--- config.mk ---
export PLATFORM = sky130hd
export DESIGN_NAME = xgemac_rx_pkt_reader_flat
export DESIGN_NICKNAME = d
export VERILOG_FILES = /design/src/rtl/xgemac_rx_pkg.sv /design/src/rtl/xgemac_rx_pkt_reader_if.sv /design/src/rtl/xgemac_rx_sync_fifo.sv /design/src/rtl/xgemac_rx_pkt_reader.sv /design/src/flat_wrapper.sv
export SDC_FILE = /design/constraint.sdc
export NUM_CORES = 1
export LEC_CHECK = 0
export CAP_MARGIN = 20
export CORE_ASPECT_RATIO = 1.4
export CORE_MARGIN = 5
export CORE_UTILIZATION = 50
export CTS_BUF_LIST = sky130_fd_sc_hd__clkbuf_2 sky130_fd_sc_hd__clkbuf_4 sky130_fd_sc_hd__clkbuf_8
export CTS_CLUSTER_SIZE = 25
export DETAILED_ROUTE_END_ITERATION = 7
export PLACE_DENSITY = 0.81
export SYNTH_ARGS = -nofsm -noshare
export SYNTH_HDL_FRONTEND = slang
export SYNTH_SLANG_ARGS = --single-unit
export TNS_END_PERCENT = 100
--- constraint.sdc ---
create_clock -name clk -period 12.27 [get_ports clk]
set_input_delay 2.454 -clock clk [delete_from_list [all_inputs] [get_ports clk]]
set_output_delay 2.454 -clock clk [all_outputs]
set_load 0.03 [all_outputs]
--- src/rtl/xgemac_rx_pkg.sv ---
// Shared types and constants for the XGEMAC RX packet reader.
package xgemac_rx_pkg;

   localparam int RX_DATA_W      = 64;
   localparam int RX_MOD_W       = 3;
   localparam int RX_LEN_W       = 16;
   localparam int BYTES_PER_BEAT = 8;
   // Free entries needed before another read may be issued: the new beat,
   // one beat possibly already in flight, and one entry of margin.
   localparam int ROOM_THRESH    = 3;

   typedef enum logic [1:0] {
      IDLE = 2'd0,
      READ = 2'd1,
      GAP  = 2'd2
   } rx_state_e;

   // One buffered beat; len is non-zero only on the eop entry.
   typedef struct packed {
      logic [RX_DATA_W-1:0] data;
      logic                 sop;
      logic                 eop;
      logic [RX_MOD_W-1:0]  mod;
      logic                 err;
      logic [RX_LEN_W-1:0]  len;
   } rx_beat_t;

   // Bytes carried by an eop beat; a mod of zero means a full beat.
   function automatic logic [3:0] eop_bytes(input logic [RX_MOD_W-1:0] mod);
      return (mod == '0) ? 4'(BYTES_PER_BEAT) : {1'b0, mod};
   endfunction

endpackage

--- src/rtl/xgemac_rx_pkt_reader_if.sv ---
// Output packet stream of the RX packet reader.
//
// Handshake: a beat transfers on every clk edge where out_valid and
// out_ready are both high. Once out_valid rises it stays high and all beat
// fields stay stable until that transfer happens; out_ready may change
// freely and does not depend combinationally on out_valid.
interface xgemac_rx_pkt_reader_if #(
   parameter int DATA_W = 64,
   parameter int MOD_W  = 3,
   parameter int LEN_W  = 16
);
   logic              out_valid;
   logic              out_ready;
   logic [DATA_W-1:0] out_data;
   logic              out_sop;
   logic              out_eop;
   logic [MOD_W-1:0]  out_mod;
   logic              out_err;
   logic [LEN_W-1:0]  out_len;

   modport master (
      output out_valid, out_data, out_sop, out_eop, out_mod, out_err, out_len,
      input  out_ready
   );

   modport slave (
      input  out_valid, out_data, out_sop, out_eop, out_mod, out_err, out_len,
      output out_ready
   );
endinterface

--- src/rtl/xgemac_rx_sync_fifo.sv ---
// First-word-fall-through synchronous FIFO with occupancy count.
// A push while full is accepted only if a pop frees a slot the same cycle.
module xgemac_rx_sync_fifo #(
   parameter int WIDTH = 8,
   parameter int DEPTH = 8
) (
   input  logic                       clk,
   input  logic                       rst,
   input  logic                       push,
   input  logic [WIDTH-1:0]           din,
   input  logic                       pop,
   output logic [WIDTH-1:0]           dout,
   output logic                       full,
   output logic                       empty,
   output logic [$clog2(DEPTH):0]     count
);
   localparam int AW = $clog2(DEPTH);
   localparam int CW = AW + 1;

   logic [WIDTH-1:0] mem [DEPTH];
   logic [AW-1:0]    wr_ptr;
   logic [AW-1:0]    rd_ptr;
   logic             do_push;
   logic             do_pop;

   assign empty   = (count == '0);
   assign full    = (count == CW'(DEPTH));
   assign do_pop  = pop && !empty;
   assign do_push = push && (!full || do_pop);
   assign dout    = mem[rd_ptr];

   // Pointer and occupancy bookkeeping; pointers wrap naturally at DEPTH.
   always_ff @(posedge clk) begin
      if (rst) begin
         wr_ptr <= '0;
         rd_ptr <= '0;
         count  <= '0;
      end else begin
         if (do_push) wr_ptr <= wr_ptr + AW'(1);
         if (do_pop)  rd_ptr <= rd_ptr + AW'(1);
         count <= count + CW'(do_push) - CW'(do_pop);
      end
   end

   // Storage array; contents are don't-care while the slot is unoccupied.
   always_ff @(posedge clk) begin
      if (do_push) mem[wr_ptr] <= din;
   end
endmodule

--- src/rtl/xgemac_rx_pkt_reader.sv ---
// Drains the XGEMAC RX FIFO via pkt_rx_ren, buffers beats locally, tags the
// eop beat with the packet byte length and presents a valid/ready stream.
module xgemac_rx_pkt_reader
   import xgemac_rx_pkg::*;
#(
   parameter int DATA_W     = RX_DATA_W,
   parameter int MOD_W      = RX_MOD_W,
   parameter int FIFO_DEPTH = 8,
   parameter int LEN_W      = RX_LEN_W,
   parameter int CNT_W      = 32
) (
   input  logic                    clk,
   input  logic                    rst,
   input  logic                    pkt_rx_avail,
   output logic                    pkt_rx_ren,
   input  logic                    pkt_rx_val,
   input  logic [DATA_W-1:0]       pkt_rx_data,
   input  logic                    pkt_rx_sop,
   input  logic                    pkt_rx_eop,
   input  logic [MOD_W-1:0]        pkt_rx_mod,
   input  logic                    pkt_rx_err,
   xgemac_rx_pkt_reader_if.master  out_if,
   output logic [CNT_W-1:0]        pkt_cnt,
   output logic [CNT_W-1:0]        err_pkt_cnt,
   output logic                    proto_err,
   output rx_state_e               state_dbg
);
   localparam int CW = $clog2(FIFO_DEPTH) + 1;
   localparam int BW = $bits(rx_beat_t);
   localparam int LW = LEN_W + 4;
   localparam logic [LEN_W-1:0] LEN_MAX = '1;

   rx_state_e        state;
   rx_state_e        state_next;
   logic             ren_q;
   logic             ren_next;

   logic [CW-1:0]    fifo_count;
   logic             fifo_full;
   logic             fifo_empty;
   logic             fifo_pop;
   logic [BW-1:0]    fifo_dout;
   logic             room;
   logic             drop;
   logic             wr_ok;

   logic [LEN_W-1:0] beat_cnt;
   logic             in_pkt;
   logic [LEN_W-1:0] beats_now;
   logic [LW-1:0]    len_wide;
   logic [LEN_W-1:0] len_sat;

   rx_beat_t         wr_beat;
   rx_beat_t         rd_beat;

   // Room is judged on committed occupancy; the threshold covers the beat
   // that may already be in flight from the current read enable.
   assign room       = (fifo_count <= CW'(FIFO_DEPTH - ROOM_THRESH));
   assign fifo_pop   = out_if.out_valid && out_if.out_ready;
   assign drop       = pkt_rx_val && fifo_full && !fifo_pop;
   assign wr_ok      = pkt_rx_val && !drop;
   assign pkt_rx_ren = ren_q;
   assign state_dbg  = state;

   // Running beat count for the current packet and its eop byte length.
   always_comb begin
      if (pkt_rx_sop) begin
         beats_now = LEN_W'(1);
      end else if (beat_cnt == LEN_MAX) begin
         beats_now = LEN_MAX;
      end else begin
         beats_now = beat_cnt + LEN_W'(1);
      end
      len_wide = (LW'(beats_now) - LW'(1)) * LW'(BYTES_PER_BEAT)
               + LW'(eop_bytes(pkt_rx_mod));
      len_sat  = (len_wide > LW'(LEN_MAX)) ? LEN_MAX : len_wide[LEN_W-1:0];
   end

   // Assemble the FIFO entry; err and len only mean something on eop.
   always_comb begin
      wr_beat      = '0;
      wr_beat.data = pkt_rx_data;
      wr_beat.sop  = pkt_rx_sop;
      wr_beat.eop  = pkt_rx_eop;
      wr_beat.mod  = pkt_rx_mod;
      wr_beat.err  = pkt_rx_eop & pkt_rx_err;
      wr_beat.len  = pkt_rx_eop ? len_sat : '0;
   end

   xgemac_rx_sync_fifo #(
      .WIDTH (BW),
      .DEPTH (FIFO_DEPTH)
   ) u_fifo (
      .clk   (clk),
      .rst   (rst),
      .push  (pkt_rx_val),
      .din   (wr_beat),
      .pop   (fifo_pop),
      .dout  (fifo_dout),
      .full  (fifo_full),
      .empty (fifo_empty),
      .count (fifo_count)
   );

   // Output fields read as zero whenever nothing is buffered.
   assign rd_beat          = fifo_empty ? '0 : rx_beat_t'(fifo_dout);
   assign out_if.out_valid = !fifo_empty;
   assign out_if.out_data  = rd_beat.data;
   assign out_if.out_sop   = rd_beat.sop;
   assign out_if.out_eop   = rd_beat.eop;
   assign out_if.out_mod   = rd_beat.mod;
   assign out_if.out_err   = rd_beat.err;
   assign out_if.out_len   = rd_beat.len;

   // Read-control state and the registered read enable.
   always_ff @(posedge clk) begin
      if (rst) begin
         state <= IDLE;
         ren_q <= 1'b0;
      end else begin
         state <= state_next;
         ren_q <= ren_next;
      end
   end

   // Next state: read while there is room, stop at eop, then spend one
   // cycle in GAP to absorb the beat requested during the eop cycle.
   always_comb begin
      state_next = state;
      ren_next   = 1'b0;
      case (state)
         IDLE: begin
            if (pkt_rx_avail && room) begin
               ren_next   = 1'b1;
               state_next = READ;
            end
         end
         READ: begin
            ren_next = room;
            if (pkt_rx_val && pkt_rx_eop) begin
               ren_next   = 1'b0;
               state_next = GAP;
            end
         end
         GAP: begin
            state_next = IDLE;
         end
         default: begin
            state_next = IDLE;
         end
      endcase
   end

   // Packet framing tracker: beat count restarts on sop and clears after eop.
   always_ff @(posedge clk) begin
      if (rst) begin
         beat_cnt <= '0;
         in_pkt   <= 1'b0;
      end else if (pkt_rx_val) begin
         beat_cnt <= pkt_rx_eop ? '0 : beats_now;
         in_pkt   <= !pkt_rx_eop;
      end
   end

   // Statistics counters advance only when an eop beat is really stored.
   always_ff @(posedge clk) begin
      if (rst) begin
         pkt_cnt     <= '0;
         err_pkt_cnt <= '0;
      end else if (wr_ok && pkt_rx_eop) begin
         pkt_cnt <= pkt_cnt + CNT_W'(1);
         if (pkt_rx_err) err_pkt_cnt <= err_pkt_cnt + CNT_W'(1);
      end
   end

   // Sticky protocol error: overflow, nested sop, or a stray mid-packet beat.
   always_ff @(posedge clk) begin
      if (rst) begin
         proto_err <= 1'b0;
      end else if (drop
                   || (pkt_rx_val && pkt_rx_sop && in_pkt)
                   || (pkt_rx_val && !pkt_rx_sop && !in_pkt)) begin
         proto_err <= 1'b1;
      end
   end
endmodule

--- src/flat_wrapper.sv ---
// flat-port wrapper written by rule: the top's interface ports become plain ports
module xgemac_rx_pkt_reader_flat import xgemac_rx_pkg::*;
#(
   parameter int DATA_W     = RX_DATA_W,
   parameter int MOD_W      = RX_MOD_W,
   parameter int FIFO_DEPTH = 8,
   parameter int LEN_W      = RX_LEN_W,
   parameter int CNT_W      = 32
)
  (clk, rst, pkt_rx_avail, pkt_rx_ren, pkt_rx_val, pkt_rx_data, pkt_rx_sop, pkt_rx_eop, pkt_rx_mod, pkt_rx_err, pkt_cnt, err_pkt_cnt, proto_err, state_dbg, out_if_out_valid, out_if_out_data, out_if_out_sop, out_if_out_eop, out_if_out_mod, out_if_out_err, out_if_out_len, out_if_out_ready);
  xgemac_rx_pkt_reader_if #(.DATA_W(DATA_W), .MOD_W(MOD_W), .LEN_W(LEN_W)) out_if_i ();
  input  logic clk;
  input  logic rst;
  input  logic pkt_rx_avail;
  output logic pkt_rx_ren;
  input  logic pkt_rx_val;
  input  logic [DATA_W-1:0] pkt_rx_data;
  input  logic pkt_rx_sop;
  input  logic pkt_rx_eop;
  input  logic [MOD_W-1:0] pkt_rx_mod;
  input  logic pkt_rx_err;
  output logic [CNT_W-1:0] pkt_cnt;
  output logic [CNT_W-1:0] err_pkt_cnt;
  output logic proto_err;
  output rx_state_e state_dbg;
  output wire logic [$bits(out_if_i.out_valid)-1:0] out_if_out_valid;
  output wire logic [$bits(out_if_i.out_data)-1:0] out_if_out_data;
  output wire logic [$bits(out_if_i.out_sop)-1:0] out_if_out_sop;
  output wire logic [$bits(out_if_i.out_eop)-1:0] out_if_out_eop;
  output wire logic [$bits(out_if_i.out_mod)-1:0] out_if_out_mod;
  output wire logic [$bits(out_if_i.out_err)-1:0] out_if_out_err;
  output wire logic [$bits(out_if_i.out_len)-1:0] out_if_out_len;
  input wire logic [$bits(out_if_i.out_ready)-1:0] out_if_out_ready;
  assign out_if_out_valid = out_if_i.out_valid;
  assign out_if_out_data = out_if_i.out_data;
  assign out_if_out_sop = out_if_i.out_sop;
  assign out_if_out_eop = out_if_i.out_eop;
  assign out_if_out_mod = out_if_i.out_mod;
  assign out_if_out_err = out_if_i.out_err;
  assign out_if_out_len = out_if_i.out_len;
  assign out_if_i.out_ready = out_if_out_ready;
  xgemac_rx_pkt_reader #(.DATA_W(DATA_W), .MOD_W(MOD_W), .FIFO_DEPTH(FIFO_DEPTH), .LEN_W(LEN_W), .CNT_W(CNT_W)) u_core (.clk(clk), .rst(rst), .pkt_rx_avail(pkt_rx_avail), .pkt_rx_ren(pkt_rx_ren), .pkt_rx_val(pkt_rx_val), .pkt_rx_data(pkt_rx_data), .pkt_rx_sop(pkt_rx_sop), .pkt_rx_eop(pkt_rx_eop), .pkt_rx_mod(pkt_rx_mod), .pkt_rx_err(pkt_rx_err), .out_if(out_if_i), .pkt_cnt(pkt_cnt), .err_pkt_cnt(err_pkt_cnt), .proto_err(proto_err), .state_dbg(state_dbg));
endmodule
==> metrics.txt, run 1 <==
TritonCTS buffer count=111; synthesized instance count=about 1800; first-pass GRT wire length=~110000 µm; pin count of the biggest net entering global routing=97; Cell Int Power=5.07 mW; Fin Hold WS=0.474 ns; setup ws final=5.78 ns; routed length per placed instance=22.7 µm; DP Area=0.0349 mm²; Pre-antenna DRT Iters=5; post_cts resized=0; IO Count=230; CTS tree=done; Tot GR Track Use=19.7%; Final Hold Fails=0; post-synthesis simple-gate area fraction=about 6.3%; number of synthesized flops with an enable pin=688; Synth warnings=0; DR top layer=met4; Clock power frac=28.4%; area occupied by multi-input gates=0.00865 mm²; row cnt=109; met2 WL=35100 µm; Post-DRT Antenna Nets=0; via count=17400; critical path type=flop to primary output; Final Cycle Share=52.9%; CP delay by family, top=buffers and inverters; Die ar.=between 0.06 and 0.07 mm²; WP data required=9.82 ns; mapped cell area=0.0317 mm²; worst-skew pair later-pin latency=0.74 ns; die height=308 µm; drt drc=0; fraction of layout cells with a size suffix above 1=19.0%; Final setup violation count=0; Critical path buffers and inverters=2; clock root cell=clkbuf_8; Post-Place Setup Slack=4.87 ns; Mapped Nets=1908; ys flop type=edfxtp_1; CP Capture Type=primary output; crit path cell chain=buf_4 -> mux4_2 -> mux2i_1 -> nor2_1 -> clkdlybuf4s50_1; Clock Path Buffers=3; Hold-fix buffers, CTS=0; max_slew headroom=32.6%; Cells after DPL=2811; initial antenna violation count=1; switch share=roughly 30%; GR Overflow Total=0; P_sw=2.20 mW; Largest stage delay, worst path=0.91 ns; clock-pin slew on the worst setup and hold paths=~0.070 ns; Sinks on Clock Net=approximately 790; Peak supply drop=0.116 mV; post-DR vias/cell=between 5 and 6; register area=0.0226 mm²; Final Non-Filler Cells=3019; commonest non-fill, non-tap cells in the layout=688 x edfxtp_1, 228 x clkdlybuf4s50_1, 188 x nor2_1; syn avg cell area=~17 µm²; Post-Route M1 WL=about 27000 µm; Initial Utilization=50.3%; xor and xnor area share after synthesis=under 10%; Worst path slowest cell=dfxtp_4; Crit Path Max Fanout=60; number of global-route vias before repair=between 15000 and 20000; main combinational cell family by area after synthesis=multiplexers; Synth area leaders=edfxtp_1 65%, mux4_2 12%, dfxtp_1 6.2%; RSZ-0062 raised after global routing=no; Slew Viols, Final=0; Arrival @ worst endpoint=4.03 ns; GPL Wtd Cong=just over 0.8; mux contribution to synthesized area=between 10% and 20%; status=finished, final reports clean; setup bufs post-CTS=0; DP Wirelength=roughly 39000 µm; # fillers=4521; Hold Crit Class=flop to flop; Comb power frac=28.3%; Worst setup SP type=flop; max cap viols=0; Finished Cell Area=0.0372 mm²; Worst R2R Start=u_core.beat_cnt[0]$_SDFFE_PP0P_; drt total wl=about 69000 µm; Netlist cell types=63; #FFs+latches synth=786; Highest Clock Rate=154 MHz; Die Width=223 µm; Final nets=~2200; most common cell after layout, fill and taps aside=edfxtp_1; DR WL met3=roughly 4900 µm; top-area cell type share of the netlist area=65.2%; Seq/Total Area, Yosys=71.4%; P&R area growth vs syn=17.5%; Max Clock Skew=about 0.049 ns; Leak Pwr=11.6 nW; Power Dens Cells=around 200 mW/mm²; HP Start=u_core.proto_err$_SDFFE_PP0P_; core region area=0.0630 mm²; PortBufs=229; largest area contributor in the netlist=edfxtp_1; H-tree levels=3; setup TNS=0 ns; Period minus WS final=6.49 ns; Post-synth ARST share=0%; adder-cell share of the synthesized area=less than 1%; sequential share of power=between 40% and 50%; compound-cell area share of the yosys netlist=slightly below 3%; drt initial violations=1389; Worst Max-Slew Pin Slew=1.01 ns
[layout make-up]
cell class | instances | area share (%)
clock buffers | 147 | 4.86
inverters | 19 | 0.192
repair buffers | 261 | 6.92
multi-input cells | 917 | 23.2
clock inverters | 56 | 1.21
well taps | 832 | 2.80
diodes | 1 | 0.00672
flip-flops and latches | 786 | 60.8
[layer usage]
layer	up-vias	GRT usage, %
met3	87	4.12
met4	0	6.46
met1	8838	25.3
met5	-	0
li1	7752	-
met2	692	34.0
[power by group through the flow]
stage | Clock, mW | Combinational [mW] | Sequential [mW]
after floorplan | 0 | 1.36 | 3.19
after global placement | 0 | 2.05 | 3.19
after detailed placement | 0 | 2.07 | 3.21
after CTS | 2.12 | 2.07 | 3.15
after global routing | 2.24 | 2.20 | 3.16
final | 2.06 | 2.06 | 3.15
[cells in the mapped netlist, types with 5 or more instances]
library cell and count:
or4_1 6, buf_2 7, a31oi_1 6, ha_1 15
and4_1 8, nand3_1 35, xor2_1 43, nor3_1 20
a21oi_1 38, clkbuf_1 65, nand2b_1 7, mux2i_1 89
or3_1 17, inv_1 17, a22oi_1 14, o22ai_1 8
xnor2_1 36, edfxtp_1 688, nor2_1 191, nand4_1 19
nor4_1 9, nor2b_1 6, nand2_1 59, a211oi_1 10
buf_1 20, dfxtp_1 98, and2_1 5, mux4_2 172
and3_1 18, o21ai_0 37
[cells by family after synthesis]
family / count (synthesis)
XOR/XNOR: 79
AO/OA/AOI/OAI: 143
AND/OR/NAND/NOR: 418
adder cells (fa/ha/maj): 16
multiplexers: 261
buffers and inverters: 114
flip-flops: 786
[path summary, 6_finish.rpt]
kind	endpoint	slack, ns	cells after the start
min reg2reg	u_core.proto_err$_SDFFE_PP0P_	0.47	2
max reg2reg	u_core.u_fifo.mem[0][3]$_DFFE_PP_	6.76	14
min	u_core.proto_err$_SDFFE_PP0P_	0.47	2
max	out_if_out_len[12]	5.78	5
[sequential cells by signal, summed over array words and instances, names as in the netlist, 2 cells and up, named ones only]
name,count
u_core.u_fifo.rd_ptr,3
u_core.u_fifo.wr_ptr,3
u_core.err_pkt_cnt,32
u_core.u_fifo.count,4
u_core.u_fifo.mem,688
u_core.state_dbg,2
u_core.pkt_cnt,32
u_core.beat_cnt,16
[worst min-delay path: cells and delay by family (launching register included)]
| kind | cells | cell delay [ns] |
|---|---|---|
| simple gates | 1 | 0.07 |
| compound gates | 1 | 0.04 |
| flops | 1 | 0.33 |
[per-stage QoR]
stage	total power [mW]	utilization, %
2_1_floorplan	4.55	-
3_3_place_gp	5.24	55.4
3_5_place_dp	5.28	55.4
4_1_cts	7.34	59.0
5_1_grt	7.60	59.1
6_report	7.27	59.1
Note: power is estimated with default switching activity, not from simulation.
==> run 2: changes to the inputs <==
Settings changed: PLACE_DENSITY 0.81 to 0.79.
Clock period 12.27 ns to 6.1 ns, I/O delays scaled along.
==> run 2 against run 1 <==
- non-clock buffer count is the same
- final area grew 0.75%
- first-iteration DRC count grew 8.1%
- critical endpoint is now u_core.u_fifo.mem[4][3]$_DFFE_PP_
- largest cell class unchanged
==> metrics.txt, run 2 (synthesis results as in run 1) <==
Final nets=2188 (+0.046%); Fin Hold WS=0.497 ns (+0.0232 ns); P_sw=4.43 mW (+100%); setup ws final=1.25 ns (-4.53 ns); DP Wirelength=40000 µm (+1.7%); drt total wl=69800 µm (+1.9%); GR Overflow Total=0 (unchanged); Worst setup SP type=flop; Worst Max-Slew Pin Slew=1.02 ns (+0.0100 ns); clock root cell=clkbuf_8; max cap viols=0 (unchanged); Clock Path Buffers=3 (unchanged); number of global-route vias before repair=18700 (+2.1%); post-DR vias/cell=5.77 (+0.31%); Hold Crit Class=flop to flop; Slew Viols, Final=0 (unchanged); worst-skew pair later-pin latency=0.71 ns (-0.03 ns); P&R area growth vs syn=18.4%; commonest non-fill, non-tap cells in the layout=688 x edfxtp_1, 228 x clkdlybuf4s50_1, 188 x nor2_1; clock-pin slew on the worst setup and hold paths=0.07 ns (about the same); first-pass GRT wire length=109000 µm (+2.6%); H-tree levels=3 (unchanged); initial antenna violation count=3 (+2); max_slew headroom=32.0% (-0.67 points); Post-Place Setup Slack=0.988 ns (-3.88 ns); fraction of layout cells with a size suffix above 1=19.0% (about the same); sequential share of power=43.0% (-0.3 points); Final Hold Fails=0 (unchanged); Highest Clock Rate=206 MHz; Largest regs=u_core.u_fifo.mem x688, u_core.err_pkt_cnt x32, u_core.pkt_cnt x32; # fillers=4596 (+1.7%); Tot GR Track Use=20.3% (+0.63 points); Top reg by flops=u_core.u_fifo.mem; switch share=29.8% (-0.39 points); Crit Path Max Fanout=16 (-73%); Die Width=223 µm (unchanged); Initial Utilization=50.3% (unchanged); Cell Int Power=10.4 mW (+110%); Comb power frac=27.6% (-0.7 points); Sinks on Clock Net=786 (unchanged); setup TNS=0 ns (unchanged); Hold-fix buffers, CTS=0 (unchanged); drt initial violations=1502 (+8.1%); Worst path slowest cell=o21ai_0; CP Capture Type=flop; TritonCTS buffer count=112 (+0.90%); via count=17500 (+0.60%); critical path type=flop to flop; Final Cycle Share=79.5%; Peak supply drop=0.266 mV (+130%); routed length per placed instance=23.1 µm (+1.6%); Power Dens Cells=396 mW/mm² (+100%); IO Count=230 (unchanged); most common cell after layout, fill and taps aside=edfxtp_1; GPL Wtd Cong=0.862 (+3.7%); Critical path buffers and inverters=1 (-1); setup bufs post-CTS=0 (unchanged); status=finished, final reports clean; max reg flops=688 (unchanged); post_cts resized=0 (unchanged); Period minus WS final=just under 5 ns; Die ar.=0.0686 mm² (unchanged); Leak Pwr=11.7 nW (+0.51%); Largest stage delay, worst path=0.63 ns (-0.28 ns); Pre-antenna DRT Iters=5 (unchanged); Final setup violation count=0 (unchanged); RSZ-0062 raised after global routing=no; Clock power frac=29.4% (+1.0 points); pin count of the biggest net entering global routing=97 (unchanged); Max Clock Skew=0.0300 ns (-0.0190 ns); WP data required=6.50 ns (-3.32 ns); Post-DRT Antenna Nets=0 (unchanged); CP delay by family, top=simple AND/OR/NAND/NOR gates; row cnt=109 (unchanged); PortBufs=229 (unchanged); die height=308 µm (unchanged); crit path cell chain=ha_1 -> and4_1 -> nand4_1 -> and3_1 -> ha_1 -> nand2_1 -> or4_1 -> nand4_1 -> a22oi_1 -> nand3b_1 -> a21oi_1 -> a2111oi_4 -> buf_4 -> o21ai_0; CTS tree=done; Arrival @ worst endpoint=5.25 ns (+1.22 ns); drt drc=0 (unchanged); core region area=0.0630 mm² (unchanged)
run 2: cell types whose count changed in the layout (fill, tap and decap cells not counted), sizes merged:
cell      previous run  this run
inv                 23        20
clkinvlp             3         8
bufinv               6        11
clkinv              43        46
diode                1         3
clkbuf             147       144
run 2: worst paths after layout:
| check | startpoint | end | slack [ns] | cells past startpoint |
|---|---|---|---|---|
| max reg2reg | u_core.beat_cnt[0]$_SDFFE_PP0P_ | u_core.u_fifo.mem[4][3]$_DFFE_PP_ | 1.25 | 14 |
| min reg2reg | u_core.state_dbg[1]$_SDFFE_PP0P_ | u_core.state_dbg[1]$_SDFFE_PP0P_ | 0.50 | 1 |
| max | u_core.beat_cnt[0]$_SDFFE_PP0P_ | u_core.u_fifo.mem[4][3]$_DFFE_PP_ | 1.25 | 14 |
| min | u_core.state_dbg[1]$_SDFFE_PP0P_ | u_core.state_dbg[1]$_SDFFE_PP0P_ | 0.50 | 1 |
run 2: power by group through the flow:
stage               logic (mW)  registers, mW  clock network (mW)
floorplan                 2.74           6.40                   0
finish                    4.10           6.39                4.36
detailed placement        4.16           6.51                   0
global placement          4.11           6.49                   0
CTS                       4.17           6.40                4.47
global route              4.37           6.42                4.72
run 2: final cells by class:
type	count	area [µm²]	share of cell area (%)
Sequential cell	786	22600	60.3
Multi-Input combinational cell	917	8660	23.1
Timing Repair Buffer	261	2690	7.17
Clock buffer	144	1800	4.80
Tap cell	832	1040	2.78
Clock inverter	66	607	1.62
Inverter	19	71.3	0.190
Antenna cell	3	7.51	0.0200
run 2: per-layer routing:
layer / wire, µm / part of all wire (%) / vias up / track usage [%]
met3: 4610 / 6.6 / 102 / 4.03
met4: 1650 / 2.4 / 2 / 6.71
met5: 7 / 0.010 / - / 0
met1: 27500 / 39 / 8960 / 26.2
met2: 36100 / 52 / 640 / 35.1
li1: - / - / 7770 / -
run 2: metrics by stage:
| step | util, % | power [mW] | area [µm²] | cells |
|---|---|---|---|---|
| 2_1_floorplan | - | 9.13 | 31700 | 1817 |
| 3_3_place_gp | 55.7 | 10.6 | 35100 | 2815 |
| 3_5_place_dp | 55.7 | 10.7 | 35100 | 2815 |
| 4_1_cts | 59.5 | 15.0 | 37500 | 3025 |
| 5_1_grt | 59.5 | 15.5 | 37500 | 3027 |
| 6_report | 59.5 | 14.8 | 37500 | 3028 |
